`src/rtl/booth_pkg.sv`:
```
// Shared definitions for the Booth multiplier sequencing controller.
// Latency: n/a (types, constants and a constant-foldable helper only).
// Backpressure: n/a.
package booth_pkg;

  // Controller state encoding
  localparam int unsigned ST_W = 2;
  typedef logic [ST_W-1:0] state_t;

  localparam state_t IDLE = 2'd0;
  localparam state_t LOAD = 2'd1;
  localparam state_t RUN  = 2'd2;
  localparam state_t DONE = 2'd3;

  // Number of add/shift steps for one multiplication.
  // Radix-2 retires one multiplier bit per step, radix-4 retires two.
  function automatic int unsigned steps_for(input int unsigned width, input logic mode);
    return mode ? (width / 2) : width;
  endfunction

endpackage

```
`src/rtl/booth_step_counter.sv`:
```
// Step index counter for the Booth datapath with terminal-count compare against N-1.
// Latency: count updates one cycle after en/clr; tc is combinational from the count and mode.
// Backpressure: none; the count saturates at N-1 and never wraps.
module booth_step_counter
  import booth_pkg::*;
#(
  parameter int WIDTH = 8,
  parameter int CNT_W = $clog2(WIDTH + 1)
) (
  input  logic             clk,
  input  logic             rst_in,
  input  logic             clr,
  input  logic             en,
  input  logic             mode,
  output logic [CNT_W-1:0] cnt,
  output logic             tc
);

  // Step totals for each recoding mode, folded at elaboration
  localparam int unsigned N_R2 = steps_for(WIDTH, 1'b0);
  localparam int unsigned N_R4 = steps_for(WIDTH, 1'b1);

  localparam logic [CNT_W-1:0] TERM_R2 = CNT_W'(N_R2 - 1);
  localparam logic [CNT_W-1:0] TERM_R4 = CNT_W'(N_R4 - 1);

  logic [CNT_W-1:0] cnt_q;
  logic [CNT_W-1:0] cnt_d;
  logic [CNT_W-1:0] term;

  // Terminal compare against the step total of the latched mode
  always_comb begin
    term = mode ? TERM_R4 : TERM_R2;
    tc   = (cnt_q == term);
  end

  // Clear wins over enable; hold at the terminal value so the count cannot wrap
  always_comb begin
    cnt_d = cnt_q;
    if (clr) begin
      cnt_d = '0;
    end else if (en && !tc) begin
      cnt_d = cnt_q + 1'b1;
    end
  end

  // Count register
  always_ff @(posedge clk or negedge rst_in) begin
    if (!rst_in) begin
      cnt_q <= '0;
    end else begin
      cnt_q <= cnt_d;
    end
  end

  assign cnt = cnt_q;

endmodule

```
`src/rtl/booth_seq_ctrl.sv`:
```
// Sequencing controller for the Booth add/shift datapath: load, N steps, held result.
// Latency: start accepted at E0 -> load in cycle 1, step_en in cycles 2..N+1, result_valid from cycle N+2.
// Backpressure: start_ready only in IDLE; result_valid is held until result_ready; abort cancels LOAD/RUN.
module booth_seq_ctrl
  import booth_pkg::*;
#(
  // Operand width; must be even and at least 4 so both radices give a whole step count
  parameter int WIDTH = 8,
  parameter int CNT_W = $clog2(WIDTH + 1)
) (
  input  logic             clk,
  input  logic             rst_in,
  input  logic             start_valid,
  output logic             start_ready,
  input  logic             mode_r4,
  input  logic             abort,
  output logic             load,
  output logic             step_en,
  output logic [CNT_W-1:0] step_cnt,
  output logic             last_step,
  output logic             mode_q,
  output logic             busy,
  output logic             result_valid,
  input  logic             result_ready
);

  state_t state_q;
  state_t state_d;
  logic   mode_d;

  logic   cnt_clr;
  logic   cnt_en;
  logic   cnt_tc;

  // Step index and terminal detect for the RUN phase
  booth_step_counter #(
    .WIDTH (WIDTH),
    .CNT_W (CNT_W)
  ) u_step_counter (
    .clk    (clk),
    .rst_in (rst_in),
    .clr    (cnt_clr),
    .en     (cnt_en),
    .mode   (mode_q),
    .cnt    (step_cnt),
    .tc     (cnt_tc)
  );

  // State and latched-mode registers
  always_ff @(posedge clk or negedge rst_in) begin
    if (!rst_in) begin
      state_q <= IDLE;
      mode_q  <= 1'b0;
    end else begin
      state_q <= state_d;
      mode_q  <= mode_d;
    end
  end

  // Next-state logic; abort outranks the RUN->DONE exit
  always_comb begin
    state_d = state_q;
    mode_d  = mode_q;
    case (state_q)
      IDLE: begin
        if (start_valid) begin
          mode_d  = mode_r4;
          state_d = LOAD;
        end
      end
      LOAD: begin
        state_d = abort ? IDLE : RUN;
      end
      RUN: begin
        if (abort) begin
          state_d = IDLE;
        end else if (cnt_tc) begin
          state_d = DONE;
        end
      end
      DONE: begin
        if (result_ready) begin
          state_d = IDLE;
        end
      end
      default: begin
        state_d = IDLE;
      end
    endcase
  end

  // Moore outputs and counter controls decoded from the state register
  always_comb begin
    start_ready  = 1'b0;
    load         = 1'b0;
    step_en      = 1'b0;
    last_step    = 1'b0;
    busy         = 1'b0;
    result_valid = 1'b0;
    cnt_clr      = 1'b0;
    cnt_en       = 1'b0;
    case (state_q)
      IDLE: begin
        start_ready = 1'b1;
      end
      LOAD: begin
        load    = 1'b1;
        busy    = 1'b1;
        cnt_clr = 1'b1;
      end
      RUN: begin
        step_en   = 1'b1;
        busy      = 1'b1;
        last_step = cnt_tc;
        cnt_en    = 1'b1;
        // Leave the count at zero for the next operation whether we finish or abort
        cnt_clr   = abort || cnt_tc;
      end
      DONE: begin
        result_valid = 1'b1;
      end
      default: begin
        start_ready = 1'b0;
      end
    endcase
  end

endmodule

```
`config.mk`:
```
export PLATFORM = sky130hd
export DESIGN_NAME = booth_seq_ctrl
export DESIGN_NICKNAME = d
export VERILOG_FILES = /design/src/rtl/booth_pkg.sv /design/src/rtl/booth_step_counter.sv /design/src/rtl/booth_seq_ctrl.sv
export SDC_FILE = /design/constraint.sdc
export NUM_CORES = 1
export LEC_CHECK = 0
export CORE_AREA = 2 2 39 41
export DETAILED_ROUTE_END_ITERATION = 12
export DIE_AREA = 0 0 41 43
export GPL_TIMING_DRIVEN = 0
export HOLD_SLACK_MARGIN = 0.1
export SYNTH_ARGS = -nofsm -noshare
export SYNTH_HDL_FRONTEND = slang
export SYNTH_SLANG_ARGS = --single-unit
```
`constraint.sdc`:
```
create_clock -name clk -period 3.1 [get_ports clk]
set_clock_uncertainty 0.2 [all_clocks]
set_input_delay 0.62 -clock clk [delete_from_list [all_inputs] [get_ports clk]]
set_output_delay 0.62 -clock clk [all_outputs]
set_load 0.05 [all_outputs]
```
# After elaboration in Yosys (flattened, before gate mapping)
# Index checks and enable logic that the tools add are counted.
# totals
wordCells	35
inputBits	6
register_bits	7
# classes
reduce_logical	8
add_sub_neg	1
n_eq_ne	7
muxes	16
# op_table
cell	n
2-to-1 mux 2 bit	5
2-to-1 mux 4 bit	2
one-hot mux 2 bit (4 select lines)	1
2-to-1 mux 1 bit	6
adder 4 x 1 -> 4 bit, second input constant	1
equality test 2 bit, second input constant	2
equality test 4 bit	1
!= test 2 bit, second input constant	2
2-to-1 mux 3 bit	1
!= test 3 bit, second input constant	1
AND reduction 3 bit	1
equality test 2 x 1 -> 1 bit, second input constant	1
logical NOT 2 bit	1
one-hot mux 1 bit (2 select lines)	1
AND reduction 2 bit	1
nonzero test 2 bit	1
OR reduction 2 bit	1
logical AND 1 bit	1
logical NOT 1 bit	1
logical OR 1 bit	1

# Logic depth before layout (Yosys ltp)
# logic_depth
depth_word	6
mapped_depth	6
depth_no_buf	6

# Modules after synthesis
# Synthesis repeated with hierarchy kept, for this count alone.
# unflattened
hier_cells	50
area_unflattened_um2	490.5
# by_module_without_submodules
mod	area_per_inst_um2	instances	cells_each
booth_seq_ctrl	254.0	1	26
booth_step_counter	236.5	1	24

# Worst setup path before layout
# OpenSTA, ideal clock, no wires.
# synth_path
path_type	register to output
startpoint	register state_q[0]
endpoint	output last_step
stages_incl_launch_ff	4
arrival_ns	1.453
setup_slack_ns	0.827
path_buffers	0
path_cell_list	dfrtp_1 inv_1 ha_1 and3_2
# synth_via
elab_chain_cells	2
# synth_rtl
item	line_no	rtl
from (decl)	booth_seq_ctrl.sv:27	state_t state_q;
from (signal assigned)	booth_seq_ctrl.sv:55	state_q <= state_d;
equality test 2 bit	booth_seq_ctrl.sv:102	case (state_q)
2-to-1 mux 1 bit	booth_seq_ctrl.sv:102	
to (decl)	booth_seq_ctrl.sv:20	output logic last_step,
# No other way between the ends.

# Worst setup path in the final report
# layout_path
startpoint	register u_step_counter.cnt_q[0], in the netlist u_step_counter.cnt[0]
endpoint	output last_step
# layout_via
elab_chain_cells	2
# layout_rtl
item	line_no	rtl
from (decl)	booth_step_counter.sv:26	logic [CNT_W-1:0] cnt_q;
from (signal assigned)	booth_step_counter.sv:51	cnt_q <= cnt_d;
equality test 4 bit	booth_step_counter.sv:33	tc = (cnt_q == term);
2-to-1 mux 1 bit	booth_seq_ctrl.sv:102	
# No other way between the ends.

==> results.yml <==
cells_and_area:
  syn_to_final_growth_pct: 46.6
  drive_gt1_share_pct: 15.6
  diodes: 0
  num-nets-final: 76
clocking:
  post_cts_buffers: 0
  cts_sinks: 7
  cts_root_buffer: "clkbuf_4"
  cts_hold_buffers: 0
  h-tree-depth: 1
  cts_tree: "built"
  path_clk_slew_ns: 0.05
  cts_made_buffers: 3
  clock_latency_ns: 0.25
  clk_path_buf_depth: 2
  ctsResizeCount: 0
timing:
  fin_tns_setup_ns: 0
  maxSlewHeadroom_pct: 66.1
  clock.fmax_mhz: 349
  period_share_pct: 92.5
  setup_viol: 0
  slew_viol_final: 0
  hold_viol: 0
  tightest_slew_ns: 0.507
  min_period_ns: 2.87
  rsz0062_at_grt: "false"
  fin_ws_ns: 0.234
floorplanning:
  io_pins: 17
  die_x_um: 41
  num_rows: 14
  coreArea_sq_um: 1380
  start_util_pct: 32.0
  dieArea_sq_um: 1760
  die_y_um: 43
place:
  port_buffers: 16
  gp_congestion: 0.690
  place_ws_ns: 0.500
synthesis:
  synth_top_area_share_pct: 39.5
  syn_area_per_cell_sq_um: 10.1
  ys_ff_latch: 7
  synth_nets: 55
  synth_area_leaders: "dfrtp_1 (40%), ha_1 (14%), o21ai_0 (5.6%)"
  ys.warnings.count: 0
  synth_edf_count: 0
  async_flop_share_pct: 100
  ys_types: 17
  ys_top_cells_by_count: "dfrtp_1 (7), ha_1 (5), nand2_1 (5), o21ai_0 (5), inv_1 (4)"
  synth_area_sq_um: 443
  synth.most_common_cell: "dfrtp_1"
  synth_ff_type: "dfrtp_1"
  syn-instance-count: 44
  yosysTopAreaCell: "dfrtp_1"
  synth.yosys.seq_area_share_pct: 39.5
worst_setup_path:
  reg2reg_depth: 5
  startpoint_type: "register"
  crit_fanout: 5
  worstSetupEndpointType: "output pin"
  r2r_end: "state_q[1]"
  crit_arrival_ns: 2.05
  worstReg2RegStart: "u_step_counter.cnt[0]"
  crit_required_ns: 2.28
  path_class: "register to output pin"
  reg2reg_slack_ns: 1.39
status:
  status: "complete, no violations"
global_routing:
  grt_pass1_vias: 353
  grtUsageTotal_pct: 12.5
  overflow: 0
  antenna_found_initial: 0
  grt_pass1_wl_um: 1440
  grt_max_degree: 9
routing:
  drtPass1Iterations: 4
  wl_per_cell_um: 11.1
  drt_iter0_markers: 4
  drtAntennaViolNets: 0
  avgViaCountPerCell: 4.89
  drc_errors: 0
  vias: 391
  routed_wl_um: 884
min_path:
  holdPathEnd: "u_step_counter.cnt[3]"
  hp-class: "register to register"
  worstHoldPathCells: 2
  min_from: "u_step_counter.cnt[3]"
flow_run:
  maxCapViolations: 0
==> per-stage QoR <==
stage	std cells	hold slack, ns	instance area, sq um	util (%)
2_1_floorplan	44	0.124	443	-
3_3_place_gp	76	0.313	623	45.0
3_5_place_dp	76	0.319	623	45.0
4_1_cts	80	0.335	649	46.9
5_1_grt	80	0.379	649	46.9
6_report	80	0.319	649	46.9
==> layout make-up <==
class,instances,area (sq um)
fillers,149,734
flip-flops and latches,7,175
repair buffers,16,160
multi-input cells,33,253
clock buffers,4,26.3
well taps,16,20.0
inverters,4,15.0
==> per-layer routing <==
layer	global-route usage, %	vias up	share of wire (%)
met2	16.6	11	43
met3	2.09	4	5.7
met4	10.0	0	3.5
met1	17.0	180	48
li1	-	196	-
met5	0	-	0
==> worst max path at each step <==
stage	endpoint	from	slack, ns	depth (start not counted)
CTS	last_step	u_step_counter.cnt[0]	0.22	4
global route	last_step	u_step_counter.cnt[0]	0.09	4
global placement	last_step	u_step_counter.cnt[0]	0.51	4
finish	last_step	u_step_counter.cnt[0]	0.23	4
detailed placement	last_step	u_step_counter.cnt[0]	0.50	4
floorplan	last_step	state_q[0]	0.83	3
==> worst max-delay path, stage by stage, from the launching register on <==
cell             delay, ns
dfrtp_1               0.40
ha_1                  0.20
nor2b_1               0.21
and3_2                0.20
clkdlybuf4s50_1       0.79
==> state kept, by name (all words and copies together) (netlist names) <==
name                count
mode_q                  1
u_step_counter.cnt      4
state_q                 2
==> layout by cell type (no fill, tap or decap), drive strengths merged, types with 2 or more instances in the layout <==
master | netlist | final
nor2b | 3 | 3
inv | 4 | 4
nand2 | 5 | 5
mux2 | 2 | 2
clkbuf | 0 | 4
nand3b | 2 | 2
o21ai | 5 | 5
and3 | 2 | 2
nor2 | 2 | 2
dfrtp | 7 | 7
ha | 5 | 5
clkdlybuf4s50 | 0 | 16
==> cell families after synthesis <==
kind of cell             synth area share, %
multiplexers                            7.34
AND/OR/NAND/NOR                         16.9
buffers and inverters                   3.39
AO/OA/AOI/OAI                           16.7
XOR/XNOR                                1.98
flip-flops                              39.5
adder cells (fa/ha/maj)                 14.1
Power is not shown: default switching activity piles up to over one toggle a cycle in this logic, so the estimate is an artifact.
